### config.mk
export PLATFORM = sky130hd
export DESIGN_NAME = keypad_scanner
export DESIGN_NICKNAME = d
export VERILOG_FILES = /design/src/rtl/keypad_scanner.sv
export SDC_FILE = /design/constraint.sdc
export NUM_CORES = 1
export LEC_CHECK = 0
export CAP_MARGIN = 20
export CORE_AREA = 2 2 88 56
export DETAILED_ROUTE_END_ITERATION = 12
export DIE_AREA = 0 0 90 58
export GPL_TIMING_DRIVEN = 0
export PLACE_DENSITY = 0.84
export SLEW_MARGIN = 20
export SYNTH_ARGS = -nofsm -noshare
export SYNTH_HDL_FRONTEND = slang
export SYNTH_SLANG_ARGS = --single-unit
### constraint.sdc
create_clock -name clk_in -period 4.1 [get_ports clk_in]
set_input_delay 0.82 -clock clk_in [delete_from_list [all_inputs] [get_ports clk_in]]
set_output_delay 0.82 -clock clk_in [all_outputs]
set_load 0.05 [all_outputs]
### src/rtl/keypad_scanner.sv
// 4x4 active-low keypad scanner: one column per scan_clk tick, ghost rejection, press/release debounce.
// Latency: key_valid fires on the tick closing the DEBOUNCE_SCANS-th matching scan; no backpressure (event pulse).
module keypad_scanner #(
  parameter int DEBOUNCE_SCANS = 2
) (
  input  logic       clk_in,
  input  logic       rst,
  input  logic       scan_clk,
  input  logic [3:0] row_in,
  output logic [3:0] col_out,
  output logic [3:0] key_code,
  output logic       key_valid,
  output logic       key_held
);

  typedef enum logic [1:0] {IDLE, CAND, PRESSED} state_t;

  localparam logic [3:0] DS = 4'(DEBOUNCE_SCANS);

  logic       scan_s1, scan_s2, prev_scan;
  logic [3:0] row_s1, row_s2;
  logic       tick;

  logic [1:0] col_idx;
  logic [1:0] acc_hits;
  logic [3:0] acc_code;

  logic [2:0] col_hits;
  logic [1:0] first_row;
  logic [2:0] sum_hits;
  logic [3:0] merged_code;
  logic       scan_done;
  logic       scan_key;

  state_t     state, state_n;
  logic [3:0] cand, cand_n;
  logic [3:0] cnt, cnt_n;
  logic [3:0] rcnt, rcnt_n;
  logic       accept;

  always_ff @(posedge clk_in or posedge rst) begin
    if (rst) begin
      scan_s1   <= 1'b0;
      scan_s2   <= 1'b0;
      prev_scan <= 1'b0;
      row_s1    <= 4'hF;
      row_s2    <= 4'hF;
    end else begin
      scan_s1   <= scan_clk;
      scan_s2   <= scan_s1;
      prev_scan <= scan_s2;
      row_s1    <= row_in;
      row_s2    <= row_s1;
    end
  end

  assign tick = scan_s2 & ~prev_scan;

  // Lowest row wins: iterate downward so the last hit written is the lowest index.
  always_comb begin
    col_hits  = 3'd0;
    first_row = 2'd0;
    for (int r = 3; r >= 0; r--) begin
      if (!row_s2[r]) begin
        col_hits  = col_hits + 3'd1;
        first_row = 2'(r);
      end
    end
  end

  always_comb begin
    sum_hits    = {1'b0, acc_hits} + col_hits;
    merged_code = (acc_hits == 2'd0) ? {first_row, col_idx} : acc_code;
    scan_done   = tick && (col_idx == 2'd3);
    scan_key    = (sum_hits == 3'd1);
  end

  // acc_hits saturates at 2: anything beyond one hit is already a rejected scan.
  always_ff @(posedge clk_in or posedge rst) begin
    if (rst) begin
      col_idx  <= 2'd0;
      col_out  <= 4'b1110;
      acc_hits <= 2'd0;
      acc_code <= 4'd0;
    end else if (tick) begin
      col_idx <= col_idx + 2'd1;
      col_out <= ~(4'b0001 << (col_idx + 2'd1));
      if (col_idx == 2'd3) begin
        acc_hits <= 2'd0;
        acc_code <= 4'd0;
      end else begin
        acc_hits <= (sum_hits >= 3'd2) ? 2'd2 : sum_hits[1:0];
        acc_code <= merged_code;
      end
    end
  end

  always_comb begin
    state_n = state;
    cand_n  = cand;
    cnt_n   = cnt;
    rcnt_n  = rcnt;
    accept  = 1'b0;
    if (scan_done) begin
      case (state)
        IDLE: begin
          if (scan_key) begin
            cand_n = merged_code;
            cnt_n  = 4'd1;
            if (DS == 4'd1) begin
              state_n = PRESSED;
              accept  = 1'b1;
              rcnt_n  = 4'd0;
            end else begin
              state_n = CAND;
            end
          end
        end
        CAND: begin
          if (!scan_key) begin
            state_n = IDLE;
            cnt_n   = 4'd0;
          end else if (merged_code == cand) begin
            cnt_n = cnt + 4'd1;
            if (cnt + 4'd1 == DS) begin
              state_n = PRESSED;
              accept  = 1'b1;
              rcnt_n  = 4'd0;
            end
          end else begin
            cand_n = merged_code;
            cnt_n  = 4'd1;
          end
        end
        PRESSED: begin
          if (scan_key && (merged_code == key_code)) begin
            rcnt_n = 4'd0;
          end else begin
            rcnt_n = rcnt + 4'd1;
            if (rcnt + 4'd1 == DS) begin
              state_n = IDLE;
              rcnt_n  = 4'd0;
              cnt_n   = 4'd0;
            end
          end
        end
        default: state_n = IDLE;
      endcase
    end
  end

  always_ff @(posedge clk_in or posedge rst) begin
    if (rst) begin
      state     <= IDLE;
      cand      <= 4'd0;
      cnt       <= 4'd0;
      rcnt      <= 4'd0;
      key_code  <= 4'd0;
      key_valid <= 1'b0;
    end else begin
      state     <= state_n;
      cand      <= cand_n;
      cnt       <= cnt_n;
      rcnt      <= rcnt_n;
      key_valid <= accept;
      if (accept) key_code <= cand_n;
    end
  end

  assign key_held = (state == PRESSED);

endmodule

==> impl_metrics.toml, run 1 <==
[drt]
via_count = 1769
drtPass1Iterations = 4
vias_per_cell = 5.58
wl_per_cell_um = 15.5
detail-route-antenna-nets = 0
wl_um = 4910
initialDrtViolationCount = 77
drc = 0

[clock_network]
htreeDepth = 2
clkSinkCount = 42
cts_buffer_depth = 2
cts_resized = 0
cts_buffers = 5
postCtsSetupBuffers = 0
hold_buffers = 0
cts-root-buf = "clkbuf_8"
path_clk_slew_ns = 0.08
insertion_delay_ns = 0.29
cts_tree = "done"

[setup_path]
max_stage_delay_ns = 0.57
crit_start = "row_s2[2]"
cp_num_buf_inv = 1
crit-reg2reg-capture = "rcnt[3]"
r2r_slack_ns = 0.29
crit_arrival_ns = 3.99
required_ns = 4.28
crit_top_cell = "ha_1"
slowest_stage = "dfstp_2"
timing.rr.start = "row_s2[2]"
cpLargestDelayFamily = "simple AND/OR/NAND/NOR gates"
endpoint_kind = "register"
critical_path_class = "reg -> reg"
endpoint = "rcnt[3]"
ff2ff_path_depth = 11
crit_chain = "inv_1 > ha_1 > xnor2_1 > ha_1 > mux2_2 > fa_1 > nor4_1 > nand3_1 > nor4_4 > nor2_2 > a221o_1"
worst_setup_path_start_kind = "register"
cp.depth = 11
worstPathMaxFanout = 4

[synthesis]
yosys.area.top_type = "dfrtp_1"
ys_seq_area_share_pct = 42.4
ys_types = 61
avgSynthCellArea_um2 = 11.0
synthFlopType = "dfrtp_1"
netlist_area_mm2 = 0.00251
ys_async_sr_fraction_pct = 100
syn-num-nets = 255
yosys_warnings = 0
synthTopCellsByArea = "dfrtp_1, dfstp_2, ha_1"
netlist_instances = 229
synth_top_area_share_pct = 30.9
ys_seq_elements = 42
synth_edf_count = 0

[sta]
skew_ns = 0.00791
min_period_ns = 3.81
tightestPinTransition_ns = 0.641
fin_crit_sh_pct = 92.9
setup_viol = 0
slew_viol_final = 0
slew_headroom_pct = 56.7
finalHoldViolCount = 0
grt_setup_unrepaired = "false"
setup_tns_ns = 0
clock.fmax_mhz = 262

[run]
drv_cap = 0

[die]
pin_count = 17
fp.dieW_um = 90
die-area_mm2 = 0.00522
initial_core_util_pct = 56.8
num_rows = 19
die_h_um = 58
core_area_mm2 = 0.00442

[finish]
layout.nets = 279
drive_gt1_share_pct = 18.1
fillers = 379
layout-area-overhead-vs-synth_pct = 13.9
final_cell_mix = "dfrtp_1, ha_1, inv_1"
insertedDiodeCount = 0
multiInputGateArea_mm2 = 0.00135
seq_area_mm2 = 0.00106
final_common_cell = "dfrtp_1"
final_util_pct = 64.7

[placed_design]
hpwl_um = 3660
gp_congestion = 0.814
portBuffers = 16

[status]
status = "completed"

[power]
ir_worst_vdd_v = 0.000287
powerDensity_mw_per_mm2 = 577
leakage_nw = 1.29

[worst_hold_path]
hold_class = "reg -> reg"

[global_route]
grt_pass1_vias = 1718
grt_pass1_wl_um = 8580
grt.total_usage_pct = 20.8
grt_max_degree = 24
antenna_found_initial = 0
grt.overflow.total = 0
[power by group]
part | switching [mW] | internal (mW)
Combinational | 0.462 | 0.318
Clock | 0.142 | 0.118
Sequential | 0.106 | 0.506
Total | 0.711 | 0.941
[stage by stage]
stage	setup slack (ns)	hold WS, ns	power [mW]	std cells	instance area [um^2]
floorplan	0.554	0.331	1.20	229	2510
global placement	0.321	0.333	1.36	308	2750
detailed placement	0.298	0.336	1.38	309	2780
CTS	0.269	0.349	1.65	317	2860
global route	0.0726	0.360	1.76	317	2860
finish	0.290	0.348	1.65	317	2860
[per-layer routing]
| metal | wire length [um] | up-vias | global-route usage, % |
|---|---|---|---|
| met5 | 0 | - | 0 |
| met4 | 40 | 0 | 4.62 |
| met3 | 250 | 7 | 4.29 |
| met2 | 2030 | 45 | 30.3 |
| met1 | 2600 | 840 | 32.1 |
| li1 | - | 877 | - |
[worst min-delay path by stage]
stage | startpoint | to | slack, ns | cells after the start
5_1_grt | row_s1[2] | row_s2[2] | 0.36 | 0
2_1_floorplan | scan_s1 | scan_s2 | 0.33 | 0
3_3_place_gp | scan_s1 | scan_s2 | 0.33 | 0
6_report | row_s1[0] | row_s2[0] | 0.35 | 0
3_5_place_dp | scan_s1 | scan_s2 | 0.34 | 0
4_1_cts | row_s1[0] | row_s2[0] | 0.35 | 0
[state kept, by name, summed over array words and instances, names as in the netlist, 2 cells and up]
name      cells
acc_code      4
acc_hits      2
cand          4
cnt           4
col_idx       2
col_out       4
key_code      4
rcnt          4
row_s1        4
row_s2        4
state         2
[final cells by class]
cell class	count	area share, %
multi-input combinational	163	47.1
buffer	6	1.14
timing repair buffer	17	6.56
clock inverter	2	0.350
tap	63	2.75
inverter	18	2.36
clock buffer	6	2.54
sequential	42	37.2
[logic make-up (layout without fill, tap and decap cells)]
family                   after synthesis  in the layout  synth area share [%]
AO/OA/AOI/OAI                         51             51                  15.8
XOR/XNOR                              13             13                  5.43
adder cells (fa/ha/maj)               19             19                  9.76
buffers and inverters                 24             49                  3.98
flip-flops                            42             42                  42.4
multiplexers                          16             16                  7.07
AND/OR/NAND/NOR                       64             64                  15.5
[cell usage after synthesis (2+ instances only)]
library cell / n
a2111oi_0: 2
a211oi_1: 3
a21o_1: 3
a21oi_1: 3
a221o_1: 2
a22o_1: 5
a31oi_1: 4
and3_1: 2
and4_1: 2
buf_2: 2
clkbuf_1: 3
dfrtp_1: 31
dfstp_2: 11
ha_1: 18
inv_1: 18
mux2_1: 2
mux2_2: 12
mux2i_1: 2
nand2_1: 12
nand2b_1: 3
nand3_1: 8
nand3b_1: 2
nor2_1: 10
nor2b_1: 6
nor3_1: 3
nor4_1: 4
nor4b_1: 2
o21ai_0: 8
o2bb2ai_1: 3
o31a_1: 2
o31ai_1: 2
xnor2_1: 6
xor2_1: 5
[worst register-to-register path: cells and delay by family, from the launching register on]
family,cells,cell delay (ns)
flops,1,0.57
fa+ha+maj,3,1.08
mux,1,0.28
compound gates,1,0.38
simple gates,4,1.11
buf+inv,1,0.05
xor+xnor,1,0.22
Note: power is estimated with default switching activity, not from simulation.
==> inputs of run 2 (changes only) <==
--- a/config.mk
+++ b/config.mk
@@ -6,12 +6,14 @@
 export NUM_CORES = 1
 export LEC_CHECK = 0
 export CAP_MARGIN = 20
-export CORE_AREA = 2 2 88 56
+export CORE_AREA = 2 2 87 56
 export DETAILED_ROUTE_END_ITERATION = 12
-export DIE_AREA = 0 0 90 58
+export DIE_AREA = 0 0 89 58
+export DONT_BUFFER_PORTS = 1
 export GPL_TIMING_DRIVEN = 0
-export PLACE_DENSITY = 0.84
+export PLACE_DENSITY = 0.8
 export SLEW_MARGIN = 20
 export SYNTH_ARGS = -nofsm -noshare
 export SYNTH_HDL_FRONTEND = slang
 export SYNTH_SLANG_ARGS = --single-unit
+export TNS_END_PERCENT = 5
==> run 2 against run 1 <==
Compared with the run above:
- hold slack better by 0.0053 ns
- non-clock buffer count fell by 16
- cell count shrank 5.0%
- first-iteration DRC count down 10%
- cell area fell by 5.4%
- routed wire length down 4.2%
- register-to-register slack gained 0.04 ns
- global-route usage is 0.85 points lower
- flip-flop and latch count is the same
- clock skew rose by 0.0012 ns
- critical path depth is 1 higher
==> impl_metrics.toml, run 2 (synthesized netlist as in run 1, its figures left out) <==
[drt]
initialDrtViolationCount = 69
vias_per_cell = 5.71
wl_um = 4710
drtPass1Iterations = 4
detail-route-antenna-nets = 0
wl_per_cell_um = 15.6
via_count = 1720
drc = 0

[die]
fp.dieW_um = 89
pin_count = 17
die-area_mm2 = 0.00516
die_h_um = 58
core_area_mm2 = 0.00437
num_rows = 19
initial_core_util_pct = 57.4

[finish]
final_common_cell = "dfrtp_1"
fillers = 381
fin_cells = 301
layout-area-overhead-vs-synth_pct = 7.77
final_cell_mix = "dfrtp_1, ha_1, inv_1"
drive_gt1_share_pct = 19.7
layout.nets = 263
insertedDiodeCount = 0

[power]
switching_share_pct = 43.5
ir_worst_vdd_v = 0.000269
seqPwrFrac_pct = 40.8
powerDensity_mw_per_mm2 = 597
p_comb_share_pct = 43.0
p_int_mw = 0.913
p_clk_share_pct = 16.2
leakage_nw = 1.23
netSwitchingPower_mw = 0.703

[global_route]
busiest_layer = "met1"
grt.total_usage_pct = 19.9
grt_max_degree = 25
antenna_found_initial = 0
grt_pass1_wl_um = 7850
use_met2_pct = 28.5
met1_usage_pct = 31.3
grt_pass1_vias = 1612
grtUsageMet3_pct = 4.84
grt.overflow.total = 0

[clock_network]
cts-root-buf = "clkbuf_8"
cts_buffer_depth = 2
path_clk_slew_ns = 0.09
clkSinkCount = 42
cts_tree = "done"
insertion_delay_ns = 0.29
hold_buffers = 0
htreeDepth = 2
cts_buffers = 5

[run]
drv_cap = 0

[setup_path]
slowest_stage = "dfstp_2"
crit_chain = "inv_1 > ha_1 > xnor2_1 > ha_1 > mux2_2 > fa_1 > xnor3_2 > nand3_1 > or3_1 > buf_2 > nand2_1 > mux2_2"
cp_num_buf_inv = 2
critical_path_class = "reg -> reg"
endpoint_kind = "register"
crit_arrival_ns = 3.96
cpLargestDelayFamily = "adder cells"
max_stage_delay_ns = 0.57
required_ns = 4.29
worst_setup_path_start_kind = "register"
worstPathMaxFanout = 7

[status]
status = "completed"

[placed_design]
dp_cells = 293
portBuffers = 0
gp_congestion = 0.896
hpwl_um = 3610

[sta]
tightestPinTransition_ns = 0.715
grt_setup_unrepaired = "false"
fin_crit_sh_pct = 92.1
holdWs_ns = 0.354
slew_viol_final = 0
slew_headroom_pct = 52.3
min_period_ns = 3.77
setup_viol = 0
skew_ns = 0.00913
finalHoldViolCount = 0
clock.fmax_mhz = 265
setup_tns_ns = 0

[worst_hold_path]
hold_class = "reg -> reg"
## run 2: cell count changes in the layout (fill, tap and decap cells not counted)
cell and delta:
clkdlybuf4s50_1 -16, nor4_1 -1, nor4_2 +1
## run 2: metal layers
metal,up-vias,share of wire [%]
met2,41,41
met3,0,5.1
li1,849,-
met4,0,0
met5,-,0
met1,830,54
## run 2: path summary, 6_finish.rpt
check,startpoint,end,slack (ns),cells after the start
max,row_s2[2],cnt[0],0.33,12
min,row_s1[0],row_s2[0],0.35,0
max reg2reg,row_s2[2],cnt[0],0.33,12
min reg2reg,row_s1[0],row_s2[0],0.35,0
max in group asynchronous,rst,row_s2[1],3.17,2
min in group asynchronous,rst,cnt[1],0.40,1
## run 2: timing repair
item	in CTS	in global routing
setup endpoints to repair	0	1
resized for setup	0	1
setup buffers	0	0
## run 2: layout make-up
type                            count  area [um^2]  area share, %
Clock buffer                        6         72.6           2.68
Clock inverter                      2         10.0          0.370
Tap cell                           63         78.8           2.91
Sequential cell                    42         1060           39.3
Buffer                              6         32.5           1.20
Timing Repair Buffer                1         27.5           1.02
Multi-Input combinational cell    163         1350           50.0
Inverter                           18         67.6           2.50
## run 2: power groups by stage
| stage | sequential, mW | clock, mW | combinational (mW) |
|---|---|---|---|
| 4_1_cts | 0.660 | 0.267 | 0.685 |
| 2_1_floorplan | 0.640 | 0 | 0.555 |
| 5_1_grt | 0.676 | 0.290 | 0.766 |
| 6_report | 0.659 | 0.262 | 0.695 |
| 3_5_place_dp | 0.668 | 0 | 0.681 |
| 3_3_place_gp | 0.664 | 0 | 0.660 |
## run 2: worst register-to-register path: cells and delay by family, from the launching register on
family                   cells  cell delay (ns)
multiplexers                 2             0.63
AND/OR/NAND/NOR              3             0.55
XOR/XNOR                     2             0.75
buffers and inverters        2             0.21
flip-flops                   1             0.57
adder cells (fa/ha/maj)      3             0.98
## run 2: stage by stage
step,worst slack (ns),instance area [um^2],total power [mW],utilization (%)
after floorplan,0.554,2510,1.20,-
after global placement,0.275,2590,1.32,59.2
after detailed placement,0.259,2620,1.35,59.9
after CTS,0.225,2700,1.61,61.8
after global routing,0.0780,2710,1.73,61.9
final,0.325,2710,1.62,61.9
==> inputs of run 3 (changes only) <==
==> constraint.sdc (replaced) <==
create_clock -name clk_in -period 3.64 [get_ports clk_in]
set_input_delay 0.728 -clock clk_in [delete_from_list [all_inputs] [get_ports clk_in]]
set_output_delay 0.728 -clock clk_in [all_outputs]
set_load 0.05 [all_outputs]
==> run 3 against run 2 <==
Compared with the run above:
- clock skew down 0.00058 ns
- first-iteration DRC count up 32%
- via count up 0.47%
- cell count up 1.0%
- hold slack worse by 0.044 ns
- total power up 15%
- cell area up 2.7%
- register-to-register slack worse by 0.16 ns
- count of clock-buffer cells in the layout unchanged
- non-clock buffer count up 3
- clock power up 11%
- critical endpoint unchanged
- largest cell class unchanged
==> impl_metrics.toml, run 3 (synthesized netlist as in run 1, its figures left out) <==
[placed_design]
hpwl_um = 3610
gp_congestion = 0.896
dp_slack_ns = -0.201
dpl_cell_area_mm2 = 0.00262
portBuffers = 0

[die]
die_h_um = 58
num_rows = 19
fp.dieW_um = 89
core_area_mm2 = 0.00437
initial_core_util_pct = 57.4
die-area_mm2 = 0.00516
pin_count = 17

[setup_path]
cpLargestDelayFamily = "adder cells"
endpoint_kind = "register"
crit_top_cell = "mux2_2"
worst_setup_path_start_kind = "register"
crit_chain = "inv_1 > ha_4 > xnor2_2 > ha_1 > mux2_2 > fa_2 > xnor3_2 > nand3_1 > or3_1 > buf_2 > nand2_1 > mux2_2"
crit_start = "row_s2[2]"
required_ns = 3.82
timing.rr.start = "row_s2[2]"
worstPathMaxFanout = 7
max_stage_delay_ns = 0.57
cp_num_buf_inv = 2
critical_path_class = "reg -> reg"
slowest_stage = "dfstp_2"
crit_arrival_ns = 3.66

[power]
ir_worst_vdd_v = 0.000313
power_mw = 1.86
powerDensity_mw_per_mm2 = 669
leakage_nw = 1.26

[drt]
drc = 0
via_count = 1728
drtPass1Iterations = 4
initialDrtViolationCount = 91
wl_per_cell_um = 15.9
detail-route-antenna-nets = 0
vias_per_cell = 5.68
wl_um = 4850

[finish]
finish.instance_area_mm2 = 0.00278
final_cell_mix = "dfrtp_1, inv_1, ha_1"
final_common_cell = "dfrtp_1"
final_util_pct = 63.6
layout-area-overhead-vs-synth_pct = 10.7
insertedDiodeCount = 0
drive_gt1_share_pct = 23.2
layout.nets = 266

[sta]
slew_headroom_pct = 52.5
finalHoldViolCount = 0
tightestPinTransition_ns = 0.713
slew_viol_final = 0
setup_ws_ns = 0.166
clock.fmax_mhz = 288
grt_setup_unrepaired = "false"
fin_crit_sh_pct = 95.4
min_period_ns = 3.47
skew_ns = 0.00855
holdWs_ns = 0.309
setup_viol = 0

[clock_network]
cts-root-buf = "clkbuf_8"
htreeDepth = 2
cts_buffers = 5
clkSinkCount = 42
path_clk_slew_ns = 0.08
hold_buffers = 0
cts_tree = "done"
cts_buffer_depth = 2
insertion_delay_ns = 0.29

[global_route]
grt_max_degree = 25
grt_pass1_vias = 1615
antenna_found_initial = 0
grt.total_usage_pct = 20.1
grt.overflow.total = 0
grt_pass1_wl_um = 7910

[status]
status = "completed"

[worst_hold_path]
hold_class = "in -> async"

[run]
drv_cap = 0
## run 3: changes by cell type in the layout (fill, tap and decap cells not counted), sizes merged
cell / change
buf: +3
## run 3: what timing repair did
item,CTS,global route
pin swaps,1,5
setup endpoints to repair,11,13
gates resized for setup,2,7
buffers inserted,0,3
## run 3: final cells by class
class	instances	area, um^2
inverter	18	67.6
fill	365	1590
timing repair buffer	4	50.0
buffer	6	32.5
sequential	42	1060
multi-input combinational	163	1400
clock buffer	6	72.6
clock inverter	2	10.0
tap	63	78.8
## run 3: power breakdown
group	total [mW]	switching [mW]	internal (mW)
Sequential	0.744	0.173	0.571
Combinational	0.823	0.484	0.339
Clock	0.292	0.159	0.133
Total	1.86	0.816	1.04
## run 3: final timing paths
path / to / slack [ns] / depth (start not counted)
max reg2reg: cnt[0] / 0.17 / 12
max: cnt[0] / 0.17 / 12
min in group clk_in: row_s2[0] / 0.35 / 0
min reg2reg: row_s2[0] / 0.35 / 0
max in group asynchronous: col_out[1] / 2.80 / 2
min: cnt[1] / 0.31 / 1
## run 3: layer usage
metal	share of wire [%]	vias up	GRT usage, %
li1	-	857	-
met1	53	841	31.7
met2	43	30	28.6
met3	4.8	0	4.84
met4	0	0	3.20
met5	0	-	0
## run 3: metrics by stage
| step | TNS [ns] | instances |
|---|---|---|
| finish | 0 | 304 |
| global route | 0 | 304 |
| CTS | -0.0426 | 301 |
| detailed placement | -1.17 | 293 |
| global placement | -0.643 | 292 |
| floorplan | 0 | 229 |
